===== config.mk =====
export PLATFORM = sky130hd
export DESIGN_NAME = mp_add_scheduler
export DESIGN_NICKNAME = d
export VERILOG_FILES = /design/src/rtl/mp_add_pkg.sv /design/src/rtl/carry_skip_generic.sv /design/src/rtl/mp_add_rr_arbiter.sv /design/src/rtl/mp_add_scheduler.sv
export SDC_FILE = /design/constraint.sdc
export NUM_CORES = 1
export LEC_CHECK = 0
export ABC_AREA = 1
export ABC_CLOCK_PERIOD_IN_PS = 43600
export BUFFER_PORTS_ARGS = -buffer_cell sky130_fd_sc_hd__clkbuf_2
export CORE_AREA = 4 4 230 232
export CTS_BUF_LIST = sky130_fd_sc_hd__clkbuf_16
export CTS_CLUSTER_SIZE = 16
export DETAILED_ROUTE_END_ITERATION = 10
export DIE_AREA = 0 0 234 236
export SLEW_MARGIN = 40
export SYNTH_ARGS = -nofsm -noshare
export SYNTH_HDL_FRONTEND = slang
export SYNTH_HIERARCHICAL = 1
export SYNTH_SLANG_ARGS = --single-unit

===== constraint.sdc =====
create_clock -name clk -period 43.6 [get_ports clk]
set_input_delay 6.54 -clock clk [delete_from_list [all_inputs] [get_ports clk]]
set_output_delay 6.54 -clock clk [all_outputs]
set_load 0.02 [all_outputs]

===== src/rtl/mp_add_pkg.sv =====
// Shared types and constants for the multi-precision add scheduler.
// The optional subtract mode (macro MP_ADD_SUB_EN) uses CARRY_INIT_SUB.
package mp_add_pkg;

  typedef enum logic {
    IDLE = 1'b0,
    BUSY = 1'b1
  } state_t;

  // Requester id width; keeps a 1-bit id even for a degenerate single requester.
  function automatic int id_width(input int r);
    return (r > 1) ? $clog2(r) : 1;
  endfunction

  localparam logic CARRY_INIT_ADD = 1'b0;
  localparam logic CARRY_INIT_SUB = 1'b1;

endpackage


===== src/rtl/carry_skip_generic.sv =====
// N-bit carry-skip adder: 4-bit ripple blocks whose carry bypasses a block
// when every bit of that block propagates. N must be a power of 2, >= 16.
module carry_skip_generic #(
  parameter int N = 64
) (
  input  logic [N-1:0] a,
  input  logic [N-1:0] b,
  input  logic         cin,
  output logic [N-1:0] sum,
  output logic         cout
);

  localparam int BLK = 4;

  logic c_blk;
  logic c_rip;
  logic p_all;
  logic p_bit;

  always_comb begin
    // NOTE: every variable gets a value before any branch or loop reads it,
    // so this block stays purely combinational and never infers a latch.
    sum   = '0;
    c_blk = cin;
    c_rip = 1'b0;
    p_all = 1'b0;
    p_bit = 1'b0;
    for (int blk = 0; blk < N / BLK; blk++) begin
      c_rip = c_blk;
      p_all = 1'b1;
      for (int j = 0; j < BLK; j++) begin
        p_bit                 = a[blk*BLK+j] ^ b[blk*BLK+j];
        sum[blk*BLK+j]        = p_bit ^ c_rip;
        c_rip                 = (a[blk*BLK+j] & b[blk*BLK+j]) | (p_bit & c_rip);
        p_all                 = p_all & p_bit;
      end
      c_blk = p_all ? c_blk : c_rip;
    end
    cout = c_blk;
  end

endmodule


===== src/rtl/mp_add_rr_arbiter.sv =====
// Combinational round-robin arbiter: grants the first request found scanning
// upward from ptr+1 with wrap; returns one-hot and encoded grant.
module rr_arbiter
  import mp_add_pkg::*;
#(
  parameter int  R    = 4,
  localparam int ID_W = id_width(R)
) (
  input  logic [R-1:0]    req,
  input  logic [ID_W-1:0] ptr,
  output logic [R-1:0]    grant,
  output logic [ID_W-1:0] idx,
  output logic            any
);

  always_comb begin
    grant = '0;
    idx   = '0;
    any   = |req;
    // Scan farthest-first so the candidate nearest to ptr+1 is written last.
    for (int i = R; i >= 1; i--) begin
      if (req[(int'(ptr) + i) % R]) begin
        grant                       = '0;
        grant[(int'(ptr) + i) % R]  = 1'b1;
        idx                         = ID_W'((int'(ptr) + i) % R);
      end
    end
  end

endmodule


===== src/rtl/mp_add_scheduler.sv =====
// Shares one carry_skip_generic adder among R requesters streaming multi-word
// adds; define MP_ADD_SUB_EN to add the per-requester subtract input req_sub.
module mp_add_scheduler
  import mp_add_pkg::*;
#(
  parameter int  N    = 64,
  parameter int  R    = 4,
  localparam int ID_W = id_width(R)
) (
  input  logic              clk,
  input  logic              rst,
  input  logic [R-1:0]      req_valid,
  output logic [R-1:0]      req_ready,
  input  logic [R*N-1:0]    req_a,
  input  logic [R*N-1:0]    req_b,
  input  logic [R-1:0]      req_last,
`ifdef MP_ADD_SUB_EN
  input  logic [R-1:0]      req_sub,
`endif
  output logic              out_valid,
  input  logic              out_ready,
  output logic [N-1:0]      out_sum,
  output logic [ID_W-1:0]   out_id,
  output logic              out_last,
  output logic              out_cout
);

  state_t          state;
  logic [ID_W-1:0] rr_ptr;
  logic [ID_W-1:0] grant_q;
  logic [R-1:0]    grant_oh_q;
  logic            carry_q;

  logic [R-1:0]    arb_grant;
  logic [ID_W-1:0] arb_idx;
  logic            arb_any;
  logic            init_carry;
  logic            room;
  logic            accept;
  logic [N-1:0]    add_a;
  logic [N-1:0]    add_b;
  logic [N-1:0]    add_sum;
  logic            add_cout;

  rr_arbiter #(.R(R)) u_arb (
    .req   (req_valid),
    .ptr   (rr_ptr),
    .grant (arb_grant),
    .idx   (arb_idx),
    .any   (arb_any)
  );

  // The output register can take a new word when empty or draining this cycle.
  assign room      = !out_valid || out_ready;
  assign req_ready = (state == BUSY && room) ? grant_oh_q : '0;
  assign accept    = (state == BUSY) && room && req_valid[grant_q];
  assign add_a     = req_a[grant_q*N +: N];

`ifdef MP_ADD_SUB_EN
  logic sub_q;

  assign add_b      = sub_q ? ~req_b[grant_q*N +: N] : req_b[grant_q*N +: N];
  assign init_carry = req_sub[arb_idx] ? CARRY_INIT_SUB : CARRY_INIT_ADD;

  always_ff @(posedge clk) begin
    if (rst)                         sub_q <= 1'b0;
    else if (state == IDLE && arb_any) sub_q <= req_sub[arb_idx];
  end
`else
  assign add_b      = req_b[grant_q*N +: N];
  assign init_carry = CARRY_INIT_ADD;
`endif

  carry_skip_generic #(.N(N)) u_add (
    .a    (add_a),
    .b    (add_b),
    .cin  (carry_q),
    .sum  (add_sum),
    .cout (add_cout)
  );

  // NOTE: sequential state uses non-blocking assignments so every register
  // samples the pre-edge values, independent of statement order.
  always_ff @(posedge clk) begin
    if (rst) begin
      state      <= IDLE;
      rr_ptr     <= ID_W'(R - 1);
      grant_q    <= '0;
      grant_oh_q <= '0;
      carry_q    <= 1'b0;
      out_valid  <= 1'b0;
      out_sum    <= '0;
      out_id     <= '0;
      out_last   <= 1'b0;
      out_cout   <= 1'b0;
    end else begin
      case (state)
        IDLE: begin
          if (arb_any) begin
            grant_q    <= arb_idx;
            grant_oh_q <= arb_grant;
            rr_ptr     <= arb_idx;
            carry_q    <= init_carry;
            state      <= BUSY;
          end
        end
        BUSY: begin
          if (accept) begin
            carry_q <= add_cout;
            if (req_last[grant_q]) state <= IDLE;
          end
        end
        default: state <= IDLE;
      endcase

      // A refill wins over a drain, giving one word per cycle when streaming.
      if (accept) begin
        out_valid <= 1'b1;
        out_sum   <= add_sum;
        out_id    <= grant_q;
        out_last  <= req_last[grant_q];
        out_cout  <= req_last[grant_q] ? add_cout : 1'b0;
      end else if (out_ready) begin
        out_valid <= 1'b0;
      end
    end
  end

endmodule

## Word level (Yosys, flattened, before mapping)

Cells that the tools add are included.

- Flip-flop bits (word level): 79
- Input port bits: 523
- Output and inout port bits: 73

- Add/subtract/negate cells: 4
- Order comparisons: 9
- Equality and inequality tests: 2
- Shift operators: 2
- Muxes and demuxes: 59
- Bitwise gates (word level): 373
- Reductions and logical operators: 16

Operator list:

| operator | number |
|---|---|
| variable part select 256 x 9 -> 64 bit | 2 |
| bitwise AND 1 bit | 176 |
| bitwise XOR 1 bit | 128 |
| OR 1 bit | 64 |
| 2-to-1 mux 1 bit | 38 |
| 2-to-1 mux 4 bit | 5 |
| less-than comparator 3 x 4 -> 1 bit (second input constant) | 4 |
| binary-select mux 1 bit (select 2 bit) | 6 |
| greater-or-equal comparator 3 x 1 -> 1 bit (second input constant) | 4 |
| demux 1 bit (select 2 bit) | 4 |
| 2-to-1 mux 2 bit | 4 |
| OR reduction 2 bit | 4 |
| logical AND 1 bit | 6 |
| adder 2 x 1 -> 2 bit (second input constant) | 2 |
| adder 2 bit (second input constant) | 2 |
| bitwise AND 1 bit (first input constant) | 4 |
| case mux 1 bit (2 select lines) | 2 |
| AND reduction 2 bit | 2 |
| OR reduction 4 bit | 1 |
| less-than comparator 2 x 3 -> 1 bit (second input constant) | 1 |
| inequality test 2 x 1 -> 1 bit (second input constant) | 1 |
| inequality test 2 bit (second input constant) | 1 |
| nonzero test 2 bit | 1 |
| logical NOT 1 bit | 1 |
| 2 further kinds | 2 |

## Depth between registers and ports, before layout

- Depth after elaboration: 148
- Gate-level depth with buffers: 110

## Hierarchy

The synthesis kept the hierarchy.

Modules (own cells, without submodules):

| module | instances | cells an instance | area each (um2) | seq. area each (um2) |
|---|---|---|---|---|
| mp_add_scheduler | 1 | 1096 | 6256.0 | 1581.5 |
| carry_skip_generic | 1 | 222 | 2621.3 | 0.0 |
| rr_arbiter | 1 | 86 | 436.7 | 0.0 |

## Worst setup path after synthesis

OpenSTA, ideal clock, no wires.

- Kind: input -> register
- From: in req_a[64]
- To: reg out_sum[63]
- Setup time: 0.064 ns
- Data arrival time: 35.365 ns
- Data required time: 43.536 ns
- Path slack: 8.170 ns
- Cell stages on the path: 104
- Buffers on the path: 0
- Cell sequence: o21ai_0 -> o22ai_1 -> inv_1 -> fa_1 -> inv_1 -> fa_1 -> fa_1 -> fa_1 -> o21bai_2 -> nand2_1 -> inv_1 -> fa_1 -> fa_1 -> fa_1 -> fa_1 -> o21ai_4 -> nand2_1 -> fa_1 -> [... 68 more ...] -> fa_1 -> fa_1 -> nand2_1 -> nand2_1 -> fa_1 -> fa_1 -> fa_1 -> fa_1 -> or2_2 -> and2_1 -> fa_1 -> fa_1 -> fa_1 -> inv_1 -> fa_1 -> inv_1 -> o21ai_0 -> nor2_1

- Word-level cells in the longest chain between the ends: 144

RTL lines:

| what | RTL line | RTL |
|---|---|---|
| from (decl) | mp_add_scheduler.sv:14 | `input logic [R*N-1:0] req_a,` |
| variable part select 256 x 9 -> 64 bit (*) | mp_add_scheduler.sv:57 | `assign add_a = req_a[grant_q*N +: N];` |
| named net add_a[0] | mp_add_scheduler.sv:40 | `logic [N-1:0] add_a;` |
| bitwise XOR 1 bit | carry_skip_generic.sv:32 | `p_bit = a[blk*BLK+j] ^ b[blk*BLK+j];` |
| bitwise AND 1 bit | carry_skip_generic.sv:34 | `c_rip = (a[blk*BLK+j] & b[blk*BLK+j]) \| (p_bit & c_rip);` |
| OR 1 bit | carry_skip_generic.sv:34 |  |
| bitwise AND 1 bit | carry_skip_generic.sv:34 |  |
| OR 1 bit | carry_skip_generic.sv:34 |  |
| bitwise AND 1 bit | carry_skip_generic.sv:34 |  |
| [... 130 more ...] | -- |  |
| bitwise AND 1 bit (*) | carry_skip_generic.sv:34 |  |
| OR 1 bit (*) | carry_skip_generic.sv:34 |  |
| bitwise AND 1 bit (*) | carry_skip_generic.sv:34 |  |
| OR 1 bit (*) | carry_skip_generic.sv:34 |  |
| bitwise AND 1 bit (*) | carry_skip_generic.sv:34 |  |
| OR 1 bit (*) | carry_skip_generic.sv:34 |  |
| bitwise XOR 1 bit (*) | carry_skip_generic.sv:33 | `sum[blk*BLK+j] = p_bit ^ c_rip;` |
| named net add_sum[63] | mp_add_scheduler.sv:42 | `logic [N-1:0] add_sum;` |
| to (signal assigned) | mp_add_scheduler.sv:119 | `out_sum <= add_sum;` |
| to (decl) | mp_add_scheduler.sv:22 | `output logic [N-1:0] out_sum,` |

The timed path passes the listed nets; every way through them passes the cells marked *.
A chain may end at the register's enable or synchronous reset.

## Worst setup path in the final report

- From: in req_a[64]
- To: reg out_cout

- Word-level cells in the longest chain between the ends: 147

RTL lines:

| what | RTL line | RTL |
|---|---|---|
| variable part select 256 x 9 -> 64 bit (*) | mp_add_scheduler.sv:57 |  |
| named net add_a[0] | mp_add_scheduler.sv:40 |  |
| bitwise XOR 1 bit | carry_skip_generic.sv:32 |  |
| bitwise AND 1 bit | carry_skip_generic.sv:34 |  |
| OR 1 bit | carry_skip_generic.sv:34 |  |
| bitwise AND 1 bit | carry_skip_generic.sv:34 |  |
| OR 1 bit | carry_skip_generic.sv:34 |  |
| bitwise AND 1 bit | carry_skip_generic.sv:34 |  |
| [... 133 more ...] | -- |  |
| OR 1 bit | carry_skip_generic.sv:34 |  |
| bitwise AND 1 bit | carry_skip_generic.sv:34 |  |
| OR 1 bit | carry_skip_generic.sv:34 |  |
| bitwise AND 1 bit | carry_skip_generic.sv:34 |  |
| OR 1 bit | carry_skip_generic.sv:34 |  |
| 2-to-1 mux 1 bit (*) | carry_skip_generic.sv:37 | `c_blk = p_all ? c_blk : c_rip;` |
| named net add_cout | mp_add_scheduler.sv:43 | `logic add_cout;` |
| 2-to-1 mux 1 bit (*) | mp_add_scheduler.sv:122 | `out_cout <= req_last[grant_q] ? add_cout : 1'b0;` |
| to (signal assigned) | mp_add_scheduler.sv:122 |  |
| to (decl) | mp_add_scheduler.sv:25 | `output logic out_cout` |

Marks and branches as above.

==> results.yml <==
floorplanning:
  start_util_pct: 18.27
  row_count: 83
  num_io_pins: 596
  fp.dieW_um: 234
  die_h_um: 236
  core_um2: 50990
  die-area_um2: 55220
critical_path:
  crit_path_start_kind: "primary input"
  path_class: "in2reg"
  cp.required_ns: 43.84
  r2r_slack_ns: 11.83
  critical_path_peak_fanout: 2
  critPathMaxStageDelay_ns: 0.42
  endpoint_kind: "register"
  critPathSlowestCell: "fa_1"
  r2r_end: "out_cout"
  rr_startpoint: "grant_q[0]"
  reg2reg_depth: 108
  crit_arrival_ns: 37.01
  cp_common_cell: "fa_1"
clock_network:
  clk_latency_ns: 0.36
  clock_sinks: 79
  post-cts-setup-buffers: 0
  clkTransAtPathRegs_ns: 0.07
  cts_resized: 0
  cts-buffers-inserted: 9
  cts_buffer_depth: 2
  htree_levels: 3
  cts_root_buffer: "clkbuf_16"
  cts_tree: "built"
  hold_buffers: 0
detailed_routing:
  wl_per_cell_um: 20.30
  routed_wl_mm: 53.05
  via_per_inst: 4.516
  drtAntennaViolNets: 0
  drc: 0
  drt_iter0_drc: 751
  route.vias.total: 11800
  firstDrtPassIters: 7
power:
  leakagePower_uw: 0.006524
  p_per_area_nw_per_um2: 60.59
  power.total_uw: 800.7
  vdd_ir_drop_max_mv: 0.02189
timing:
  tightest_slew_ns: 0.8834
  fin_setup_tns_ns: 0
  fin_skew_ns: 0.01195
  drv_slew: 0
  fmax_mhz: 27.19
  finalCritPeriodShare_pct: 84.35
  rsz0062_at_grt: "no"
  worst_slack_ns: 6.824
  period_needed_ns: 36.78
  hold_viol_final: 0
  max-slew-margin-rel_pct: 41.11
  finalSetupViolations: 0
final_layout:
  layout.nets: 2577
  drive_gt1_share_pct: 35.53
  syn2layout_area_growth_pct: 41.89
  stdcell_area_um2: 13220
  finalNonFillerCells: 2613
worst_hold_path:
  min_to: "state"
  hold_path_depth: 2
  min_path_type: "reg2reg"
  worstHoldStart: "state"
yosys:
  yosysTopAreaCellShare_pct: 17.14
  yosys.area.top_type: "o21ai_0"
  netlist_area_um2: 9314
  ys_types: 34
  synthTopCellsByArea: "o21ai_0 17%, dfxtp_1 17%, nor2_1 16%, fa_1 14%, ha_1 9.4%"
  synth_nets: 2061
  avgSynthCellArea_um2: 6.634
  synth_seq_cells: 79
  synth_top_family_by_area: "compound AO/OA/AOI/OAI gates"
  synth_simple_gate_area_share_pct: 24.72
  synth_compound_area_share_pct: 27.43
  synthCells: 1404
  synth_xor_area_share_pct: 0
  synthAdderAreaFrac_pct: 23.16
  ys_seq_area_share_pct: 16.98
  yosys_warnings: 6
  synthMuxAreaShare_pct: 0
run:
  cap_violations: 0
grt:
  antenna_found_initial: 18
  grt_pass1_wl_mm: 73.23
  grt_pass1_vias: 11270
  grt_max_degree: 93
  track_usage_pct: 18.20
  grt-ovfl-total: 0
run_status:
  status: "finished, final reports clean"
placed_design:
  place_congestion: 0.8917
  io_buffers: 595
  dp.cells: 2589
  place_worst_setup_slack_ns: 6.377
  hpwl_mm: 44.74
  placed_area_um2: 12910
[area by class of cell]
cell class	count	area (µm²)
timing repair buffer	612	3118
clock inverter	7	63.81
tap	680	850.8
inverter	61	240.2
sequential	79	1589
multi-input combinational	1157	7108
fill	5855	37780
clock buffer	9	225.2
antenna	8	20.02
[sequential cells by signal, summed over array words and instances (netlist names)]
signal / count
carry_q: 1
rr_ptr: 2
out_valid: 1
out_sum: 64
grant_oh_q: 4
grant_q: 2
state: 1
out_last: 1
out_id: 2
out_cout: 1
[power breakdown]
group	switching, µW	total (µW)	internal [µW]
combinational	402	611	210
clock	35.5	79.7	44.2
sequential	17.0	110	92.7
[synthesized netlist by cell type]
| library cell | count |
|---|---|
| and2_1 | 4 |
| o21ai_4 | 1 |
| nor2_2 | 1 |
| nand3_1 | 19 |
| nand2_1 | 74 |
| a21oi_2 | 1 |
| inv_2 | 5 |
| buf_6 | 7 |
| dfxtp_1 | 79 |
| nand3_2 | 17 |
| o22ai_1 | 128 |
| ha_1 | 70 |
| clkbuf_1 | 73 |
| clkinv_1 | 2 |
| a31oi_1 | 1 |
| buf_2 | 25 |
| buf_4 | 1 |
| nor2_4 | 1 |
| or2_1 | 1 |
| buf_1 | 1 |
| nand3b_1 | 1 |
| nand2_2 | 4 |
| inv_1 | 54 |
| nand2_4 | 1 |
| or2_0 | 2 |
| o21ai_0 | 319 |
| and2_2 | 2 |
| a21oi_1 | 15 |
| nor2_1 | 400 |
| or2_2 | 7 |
| o21ai_1 | 8 |
| o21bai_2 | 1 |
| fa_1 | 64 |
| nand4_1 | 15 |
[layout by cell type (no fill, tap or decap), types with 2 or more instances in the layout]
| cell | instances |
|---|---|
| nand2_2 | 4 |
| and2_1 | 4 |
| clkinv_2 | 2 |
| clkbuf_2 | 595 |
| o21ai_0 | 319 |
| inv_1 | 56 |
| a21oi_1 | 15 |
| nand3_2 | 17 |
| ha_1 | 70 |
| diode_2 | 8 |
| dfxtp_1 | 77 |
| nor2_1 | 400 |
| buf_4 | 16 |
| o22ai_1 | 113 |
| inv_6 | 2 |
| and2_2 | 2 |
| or2_0 | 2 |
| o22ai_2 | 15 |
| clkbuf_16 | 9 |
| fa_1 | 64 |
| o21ai_1 | 8 |
| nand2_1 | 74 |
| dfxtp_4 | 2 |
| inv_2 | 3 |
| or2_2 | 7 |
| nand3_1 | 19 |
| clkinv_1 | 2 |
| nand4_1 | 15 |
[critical path: cells and delay by family]
kind	cells	cell delay (ns)
and+or+nand+nor	32	5.28
adders and majority gates	64	23.93
AOI/OAI and AO/OA	5	0.77
buffers and inverters	6	0.45
[kinds of logic (layout without fill, tap and decap cells)]
logic type | Yosys count | after routing
flops | 79 | 79
simple gates | 549 | 549
other cells | 0 | 8
compound gates | 474 | 474
buf+inv | 168 | 689
fa+ha+maj | 134 | 134
[worst max path at each step]
stage                              to       from  cells after the start
after floorplan           out_sum[63]  req_a[64]                    104
after global placement       out_cout  req_a[64]                    107
after detailed placement     out_cout  req_a[64]                    107
after CTS                    out_cout  req_a[64]                    107
after global routing         out_cout  req_a[64]                    107
final                        out_cout  req_a[64]                    107
[per-stage QoR]
stage               utilization, %  hold WS (ns)
floorplan                        -        0.4301
finish                       25.92        0.4621
CTS                          25.88        0.4638
global route                 25.90        0.4881
detailed placement           25.31        0.4518
global placement             25.11        0.4455
[per-layer routing]
| metal | wire length (µm) | up-vias | track usage, % |
|---|---|---|---|
| met5 | 51 | - | 0 |
| met4 | 1906 | 8 | 6.842 |
| met3 | 4278 | 67 | 5.133 |
| met2 | 25170 | 526 | 30.69 |
| met1 | 21650 | 5414 | 21.92 |
| li1 | - | 5786 | - |
(Power assumes the default switching activity.)
